File: config.mk
export PLATFORM = sky130hd
export DESIGN_NAME = ysyx_22041207_muldiv_iter
export DESIGN_NICKNAME = d
export VERILOG_FILES = /design/src/rtl/ysyx_22041207_muldiv_iter.sv
export SDC_FILE = /design/constraint.sdc
export NUM_CORES = 2
export LEC_CHECK = 0
export CORE_MARGIN = 2
export CORE_UTILIZATION = 50
export DETAILED_ROUTE_END_ITERATION = 10
export DONT_BUFFER_PORTS = 1
export SLEW_MARGIN = 0
export SYNTH_ARGS = -nofsm -noshare
export SYNTH_HDL_FRONTEND = slang
export SYNTH_SLANG_ARGS = --single-unit
File: constraint.sdc
create_clock -name clk -period 6.7 [get_ports clk]
set_input_delay 1.34 -clock clk [delete_from_list [all_inputs] [get_ports clk]]
set_output_delay 1.34 -clock clk [all_outputs]
set_load 0.05 [all_outputs]
File: src/rtl/ysyx_22041207_muldiv_iter.sv
// ysyx_22041207_muldiv_iter: iterative RV64M multiply/divide unit with valid/ready handshakes.
// Optional zero-operand early exit: define YSYX_22041207_MULDIV_FASTPATH_EN.
module ysyx_22041207_muldiv_iter #(
  parameter int XLEN   = 64,
  parameter int UNROLL = 1
) (
  input  logic            clk,
  input  logic            rst,
  input  logic            flush,
  input  logic            in_valid,
  output logic            in_ready,
  input  logic [2:0]      in_op,
  input  logic            in_word,
  input  logic [XLEN-1:0] in_a,
  input  logic [XLEN-1:0] in_b,
  output logic            out_valid,
  input  logic            out_ready,
  output logic [XLEN-1:0] out_res,
  output logic            busy
);
  localparam int H  = XLEN / 2;
  localparam int CW = $clog2(XLEN) + 1;
  typedef enum logic [2:0] {IDLE, PREP, BUSY, FIX, DONE} state_t;
  state_t              state_q;
  logic [2:0]          op_q;
  logic                word_q, neg_q, in_ready_q, out_valid_q, busy_q;
  logic [XLEN-1:0]     a_q, b_q, d_q, m_q, res_q;
  logic [2*XLEN-1:0]   acc_q;
  logic [CW-1:0]       cnt_q;
  logic                is_mul, sa, sb, an, bn, neg_d, ge;
  logic [XLEN-1:0]     amag, bmag, m_init, m_s, qr, v, res_d;
  logic [2*XLEN-1:0]   acc_init, acc_s, prod;
  logic [XLEN:0]       t;
`ifdef YSYX_22041207_MULDIV_FASTPATH_EN
  logic                fast;
`endif
  function automatic logic [XLEN-1:0] mag(input logic [XLEN-1:0] x, input logic w, input logic n);
    logic [XLEN-1:0] r;
    r = w ? {{H{1'b0}}, x[H-1:0]} : x;
    r = n ? -r : r;
    return w ? {{H{1'b0}}, r[H-1:0]} : r;
  endfunction
  // Operands are reduced to magnitudes; the result sign is reapplied in FIX.
  always_comb begin
    is_mul   = !op_q[2];
    sa       = is_mul ? (!word_q && (op_q == 3'd1 || op_q == 3'd2)) : !op_q[0];
    sb       = is_mul ? (!word_q && op_q == 3'd1) : !op_q[0];
    an       = sa && (word_q ? a_q[H-1] : a_q[XLEN-1]);
    bn       = sb && (word_q ? b_q[H-1] : b_q[XLEN-1]);
    amag     = mag(a_q, word_q, an);
    bmag     = mag(b_q, word_q, bn);
    m_init   = word_q ? {amag[H-1:0], {H{1'b0}}} : amag;
    neg_d    = is_mul ? an ^ bn : op_q[1] ? an : (an ^ bn) && (bmag != '0);
    acc_init = is_mul ? '0 : {{XLEN{1'b0}}, m_init};
`ifdef YSYX_22041207_MULDIV_FASTPATH_EN
    fast     = is_mul ? (amag == '0 || bmag == '0) : bmag == '0;
    acc_init = fast ? (is_mul ? '0 : {amag, {XLEN{1'b1}}}) : acc_init;
`endif
  end
  // MSB-first shift-add multiply and restoring divide, UNROLL steps per cycle.
  always_comb begin
    acc_s = acc_q;
    m_s   = m_q;
    t     = '0;
    ge    = 1'b0;
    for (int i = 0; i < UNROLL; i++) begin
      if (is_mul) begin
        acc_s = (acc_s << 1) + (m_s[XLEN-1] ? {{XLEN{1'b0}}, d_q} : '0);
        m_s   = m_s << 1;
      end else begin
        t     = acc_s[2*XLEN-1:XLEN-1];
        ge    = t >= {1'b0, d_q};
        acc_s = {ge ? t[XLEN-1:0] - d_q : t[XLEN-1:0], acc_s[XLEN-2:0], ge};
      end
    end
  end
  always_comb begin
    prod  = neg_q ? -acc_q : acc_q;
    qr    = op_q[1] ? acc_q[2*XLEN-1:XLEN] : acc_q[XLEN-1:0];
    v     = is_mul ? ((word_q || op_q == 3'd0) ? prod[XLEN-1:0] : prod[2*XLEN-1:XLEN])
                   : (neg_q ? -qr : qr);
    res_d = word_q ? {{H{v[H-1]}}, v[H-1:0]} : v;
  end
  always_ff @(posedge clk) begin
    if (rst) begin
      state_q     <= IDLE;
      op_q        <= '0;
      word_q      <= 1'b0;
      neg_q       <= 1'b0;
      a_q         <= '0;
      b_q         <= '0;
      d_q         <= '0;
      m_q         <= '0;
      acc_q       <= '0;
      cnt_q       <= '0;
      res_q       <= '0;
      in_ready_q  <= 1'b1;
      out_valid_q <= 1'b0;
      busy_q      <= 1'b0;
    end else if (flush) begin
      state_q     <= IDLE;
      in_ready_q  <= 1'b1;
      out_valid_q <= 1'b0;
      busy_q      <= 1'b0;
    end else begin
      case (state_q)
        IDLE: if (in_valid) begin
          op_q       <= in_op;
          word_q     <= in_word;
          a_q        <= in_a;
          b_q        <= in_b;
          in_ready_q <= 1'b0;
          busy_q     <= 1'b1;
          state_q    <= PREP;
        end
        PREP: begin
          acc_q   <= acc_init;
          m_q     <= m_init;
          d_q     <= bmag;
          neg_q   <= neg_d;
          cnt_q   <= word_q ? CW'(H / UNROLL - 1) : CW'(XLEN / UNROLL - 1);
`ifdef YSYX_22041207_MULDIV_FASTPATH_EN
          state_q <= fast ? FIX : BUSY;
`else
          state_q <= BUSY;
`endif
        end
        BUSY: begin
          acc_q   <= acc_s;
          m_q     <= m_s;
          cnt_q   <= cnt_q - 1'b1;
          state_q <= cnt_q == '0 ? FIX : BUSY;
        end
        FIX: begin
          res_q       <= res_d;
          out_valid_q <= 1'b1;
          state_q     <= DONE;
        end
        DONE: if (out_ready) begin
          out_valid_q <= 1'b0;
          in_ready_q  <= 1'b1;
          busy_q      <= 1'b0;
          state_q     <= IDLE;
        end
        default: state_q <= IDLE;
      endcase
    end
  end
  assign in_ready  = in_ready_q;
  assign out_valid = out_valid_q;
  assign out_res   = res_q;
  assign busy      = busy_q;
endmodule

=== Yosys cells after proc, flatten, opt, wreduce, memory -nomap -nowiden ===
Index checks and enable logic that the tools add are counted.

* Multiplexer cells: 39
* Add/sub/neg operators: 7
* Bitwise gates (word level): 2
* Eq/ne operators: 9
* Reduce and logical (&&, ||, !) cells: 25
* Order comparisons: 1

{| class="wikitable"
|+ Operator list
! operator !! count
|-
| $mux 64 || 16
|-
| $mux 128 || 2
|-
| $pmux 128 s2 || 1
|-
| $neg 64->64 || 3
|-
| $add 128x64->128 || 1
|-
| $neg 128->128 || 1
|-
| $pmux 64 s2 || 1
|-
| $ge 65x64->1 || 1
|-
| $reduce_bool 64->1 || 1
|-
| $sub 64x64->64 || 1
|-
| $pmux 3 s5 || 1
|-
| $pmux 7 s2 || 1
|-
| $mux 1 || 11
|-
| $reduce_and 2->1 || 5
|-
| $eq 3x2->1 const B || 3
|-
| $reduce_and 3->1 || 3
|-
| $logic_not 7->1 || 1
|-
| $sub 7x1->7 const B || 1
|-
| $eq 3x1->1 const B || 2
|-
| $logic_not 3->1 || 2
|-
| $mux 3 || 2
|-
| $mux 6 || 1
|-
| $ne 2x2->1 const B || 3
|-
| $pmux 1 s2 || 3
|-
| 8 further kinds || 16
|}

* Input port bits: 137
* Output and inout port bits: 67
* Logic and storage cells: 97
* Register bits after elaboration: 466

=== Longest topological paths before layout ===
* Depth after elaboration: 10
* Gate-level depth with buffers: 24
* Depth with buffers taken out: 15

=== Worst setup path before layout ===
Ideal clock, no wire load.

* Kind: register to register
* From: register op_q[1]
* To: register res_q[60], in the netlist out_res[60]
* Setup time: 0.137 ns
* Stages on the path, launching flop included: 25
* Arrival time: 5.881 ns
* Path buffers: 12
* Period minus slack after synthesis: 6.018 ns
* Required time: 6.563 ns
* Slack: 0.682 ns
* Path through: dfxtp_1 > clkbuf_1 > buf_2 > buf_2 > buf_2 > buf_2 > buf_2 > buf_2 > buf_1 > clkbuf_1 > buf_1 > buf_2 > mux2i_1 > ha_1 > o221ai_1 > nor4_1 > nor4b_1 > nand2_1 > or3_1 > clkbuf_1 > nor3_1 > nand4_1 > and3_1 > o21ai_0 > a31oi_1

* Word-level cells in the longest chain between the ends: 5
* Elaborated cells between the ends (all ways): 8
* Those cells by class: add/sub: 1; mux: 5; reduce/logical: 2

{| class="wikitable"
|+ Ends and longest elaborated chain
! item !! line !! RTL
|-
| start: declaration || 25 || <nowiki>logic [2:0] op_q;</nowiki>
|-
| start signal: assignment || 108 || <nowiki>op_q <= in_op;</nowiki>
|-
| $mux 64 / $logic_not 3->1 (equally long branches) || 79, 80 ||
|-
| $neg 64->64 / $logic_or 1x1->1 (equally long branches) || 81, 80 ||
|-
| $mux 64 (on tied branches) || 81, 80 ||
|-
| $mux 64 (*) || 80 || <nowiki>v = is_mul ? ((word_q || op_q == 3'd0) ? prod[XLEN-1:0] : prod[2*XLEN-1:XLEN])</nowiki>
|-
| $mux 64 (*) || 82 || <nowiki>res_d = word_q ? {{H{v[H-1]}}, v[H-1:0]} : v;</nowiki>
|-
| end signal: assignment || 135 || <nowiki>res_q <= res_d;</nowiki>
|-
| end: declaration || 27 || <nowiki>logic [XLEN-1:0] a_q, b_q, d_q, m_q, res_q;</nowiki>
|}

Every way passes the cells marked *; elsewhere a longest branch is shown, timed or not.
A chain may end at the register's enable or synchronous reset.

=== Worst setup path after layout ===
* From: register acc_q[1]
* To: register res_q[52], in the netlist out_res[52]

* Word-level cells in the longest chain between the ends: 5
* Elaborated cells between the ends (all ways): 8
* Those cells by class: add/sub: 2; mux: 6

{| class="wikitable"
|+ Ends and longest elaborated chain
! item !! line !! RTL
|-
| start: declaration || 28 || <nowiki>logic [2*XLEN-1:0] acc_q;</nowiki>
|-
| start signal: assignment || 117 || <nowiki>acc_q <= acc_init;</nowiki>
|-
| start signal: assignment || 129 || <nowiki>acc_q <= acc_s;</nowiki>
|-
| $neg 128->128 / $mux 64 (equally long branches) || 78, 79 ||
|-
| $mux 128 / $neg 64->64 (equally long branches) || 78, 81 ||
|-
| $mux 64 (on tied branches) || 80, 81 ||
|-
| $mux 64 (*) || 80 ||
|-
| $mux 64 (*) || 82 ||
|}

Marks and branches as above.

==> run metrics <==
Yosys top cell by area=dfxtp_1; Power per Cell Area=199 mW/mm^2; CTS Hold Bufs=0; nets@finish=roughly 5700; Leak=15.5 nW; Die ar.=0.0808 mm^2; CTS max path bufs=3; Placeable Area=0.0776 mm^2; CTS H-tree lvls=2; max_cap viols=0; Worst Skew=approximately 52 ps; final hold vios=0; Multi-input gate area=about 0.028 mm^2; WP depth=13; Hold Slack=between 400 and 500 ps; Ys Warns=0; Sum Neg Setup Slack=0 ps; post-synthesis simple-gate area fraction=0.252; CP Data Required Time=around 7300 ps; top post-synthesis cells by area=dfxtp_1, a21oi_1, nand2_1, o21ai_0, nor2_1; vias=about 43000; fin cells=around 6500; RSZ-0062 raised after global routing=false; clk_lat worst skew=approximately 670 ps; Post-synth top cells=nand2_1, a21oi_1, nor2_1, dfxtp_1, o21ai_0; syn_area_per_cell=roughly 6.9 um^2; clock sinks=466; first-pass GRT wire length=roughly 260000 um; count leader, synth=nand2_1; final WL=~180000 um; Buf/Inv on CP=2; Antenna Nets Post-Route=0; Yosys cell types=84; post_cts resized=0; EDFF count, synth=0; layout cells sized above 1=0.0534; PortBufs=0; Tot GR Track Use=0.421; Seq/Total Area, Yosys=0.238; largest net degree at the start of global routing=between 200 and 300; Worst Hold Depth=2; most frequent CP cell=or4_1; Worst Path Arrival=around 6000 ps; Crit path largest cell delay=roughly 740 ps; final setup fails=0; Avg WL per Cell=27.4 um; compound-gate portion of the synthesized area=0.285; Clock Pin Slew Worst Setup and Hold Paths=about 70 ps; cell count after synthesis=between 5000 and 6000; Slew Limit Headroom=0.137; critical path startpoint category=register; Final period util=0.816; Worst setup EP type=register; post-synth top area share=0.238; initial drt markers=5536; Power Total=roughly 8.3 mW; Fmax achieved=around 180 MHz; synthesized flop and latch total=approximately 470; Max IR drop VDD=between 200 and 250 uV; post-synthesis mux area share=0.0281; Post-CTS Setup Inserts=0; CTS root buf=clkbuf_16; largest family of logic cells by synthesized area=compound AO/OA/AOI/OAI gates; Die X=around 280 um; Syn Std Cell Area=0.0393 mm^2; CTS tree=yes; gpl congestion=around 1.1; CP Max Fanout=7; DR pass1 iterations=9; Storage cell area=slightly above 0.009 mm^2; final slew viol count=0; Mapped Nets=5977; status=complete, no violations; Synth Area in XOR/XNOR=0.0928; initial antenna violation count=9; std cell rows=between 100 and 150; post-DR vias/cell=~6.7; async set or reset register ratio after synthesis=0; Ports=just over 200; worst-path cell chain=inv_1 > ha_1 > or4b_2 > or4_1 > or4_1 > nor4_1 > buf_4 > nand4_1 > o41ai_1 > o21ai_0 > xnor2_1 > a2111oi_0 > o22a_1; critical path class=reg -> reg; Num CTS Buffers=54; slowest CP cell=a2111oi_0; HP Class=reg -> reg; fin crit period=roughly 5500 ps; grt ovf=0; die span in y=~280 um; Synth Area in Adders=0.0434; Post-DP HPWL=133000 um; CP top delay family=simple AND/OR/NAND/NOR gates; filler instances=8010; Initial Util=0.506; placed cells=~6400; worst slew pin tran=approximately 1300 ps; Worst Reg-to-Reg Cells=13; DRC=0; commonest register cell after synthesis=dfxtp_1; vias in the first global route=between 30000 and 40000; synthesis-to-layout area growth=5.99%
## registers in the layout, summed over array words and instances, names as in the netlist
| register | count |
|---|---|
| word_q | 1 |
| busy | 1 |
| cnt_q | 7 |
| out_res | 64 |
| acc_q | 128 |
| neg_q | 1 |
| state_q | 3 |
| in_ready | 1 |
| op_q | 3 |
| b_q | 64 |
| m_q | 64 |
| a_q | 64 |
| out_valid | 1 |
| d_q | 64 |
## through the flow
stage,worst slack [ps],util,instance area [um^2]
6_report,1230,0.536,41600
3_3_place_gp,1450,0.512,39700
5_1_grt,1160,0.536,41600
4_1_cts,1360,0.536,41600
2_1_floorplan,682,-,39300
3_5_place_dp,1380,0.512,39700
## routing by layer
layer	vias to the layer above	routed length, um	global-route usage	share of wire
met5	-	48	0	0.00027
met4	8	14400	0.289	0.081
met3	587	17800	0.0827	0.10
met2	2470	73500	0.622	0.41
met1	20300	71400	0.552	0.40
li1	19900	-	-	-
## layout by cell type, fill, tap and decap left out, types with 75 or more instances in the layout
master,instances
a21oi_1,679
nor3_1,208
inv_1,130
a21o_1,75
nand3_1,107
ha_1,133
a211oi_1,93
nor2_1,512
dfxtp_1,462
mux2i_1,99
xnor2_1,216
buf_4,115
o21ai_0,453
and2_1,93
nor4_1,77
nand2_1,741
xor2_1,200
## path summary, 6_finish.rpt
check        startpoint          end  slack, ps
max            acc_q[1]  out_res[52]       1230
min             m_q[52]      m_q[52]        460
max reg2reg    acc_q[1]  out_res[52]       1230
min reg2reg     m_q[52]      m_q[52]        460
## tightest hold or removal path, cell delays in order, from the launching register on
cell and delay (ps):
dfxtp_1 310, nand2_1 50, a21oi_1 50
## layout make-up
class | count | share of cell area
timing repair buffer | 118 | 0.0222
inverter | 135 | 0.0122
sequential | 466 | 0.225
clock inverter | 24 | 0.00737
antenna | 2 | 0.000120
tap | 1040 | 0.0313
multi-input combinational | 4612 | 0.665
clock buffer | 76 | 0.0374
## cell families (layout without fill, tap and decap cells)
| logic type | Yosys count | in the layout |
|---|---|---|
| and+or+nand+nor | 2114 | 2114 |
| AOI/OAI and AO/OA | 1838 | 1838 |
| buffers and inverters | 627 | 353 |
| DFF | 466 | 466 |
| xor gates and xnor gates | 416 | 416 |
| adders and majority gates | 135 | 135 |
| muxes | 109 | 109 |
| other | 0 | 2 |
## where the power goes
group / internal (mW) / switching, mW / leakage [nW]
logic: 0.684 / 1.42 / 10.8
registers: 2.86 / 0.162 / 3.78
clock network: 1.79 / 1.37 / 0.913
total: 5.33 / 2.94 / 15.5
Note: power is estimated with default switching activity, not from simulation.
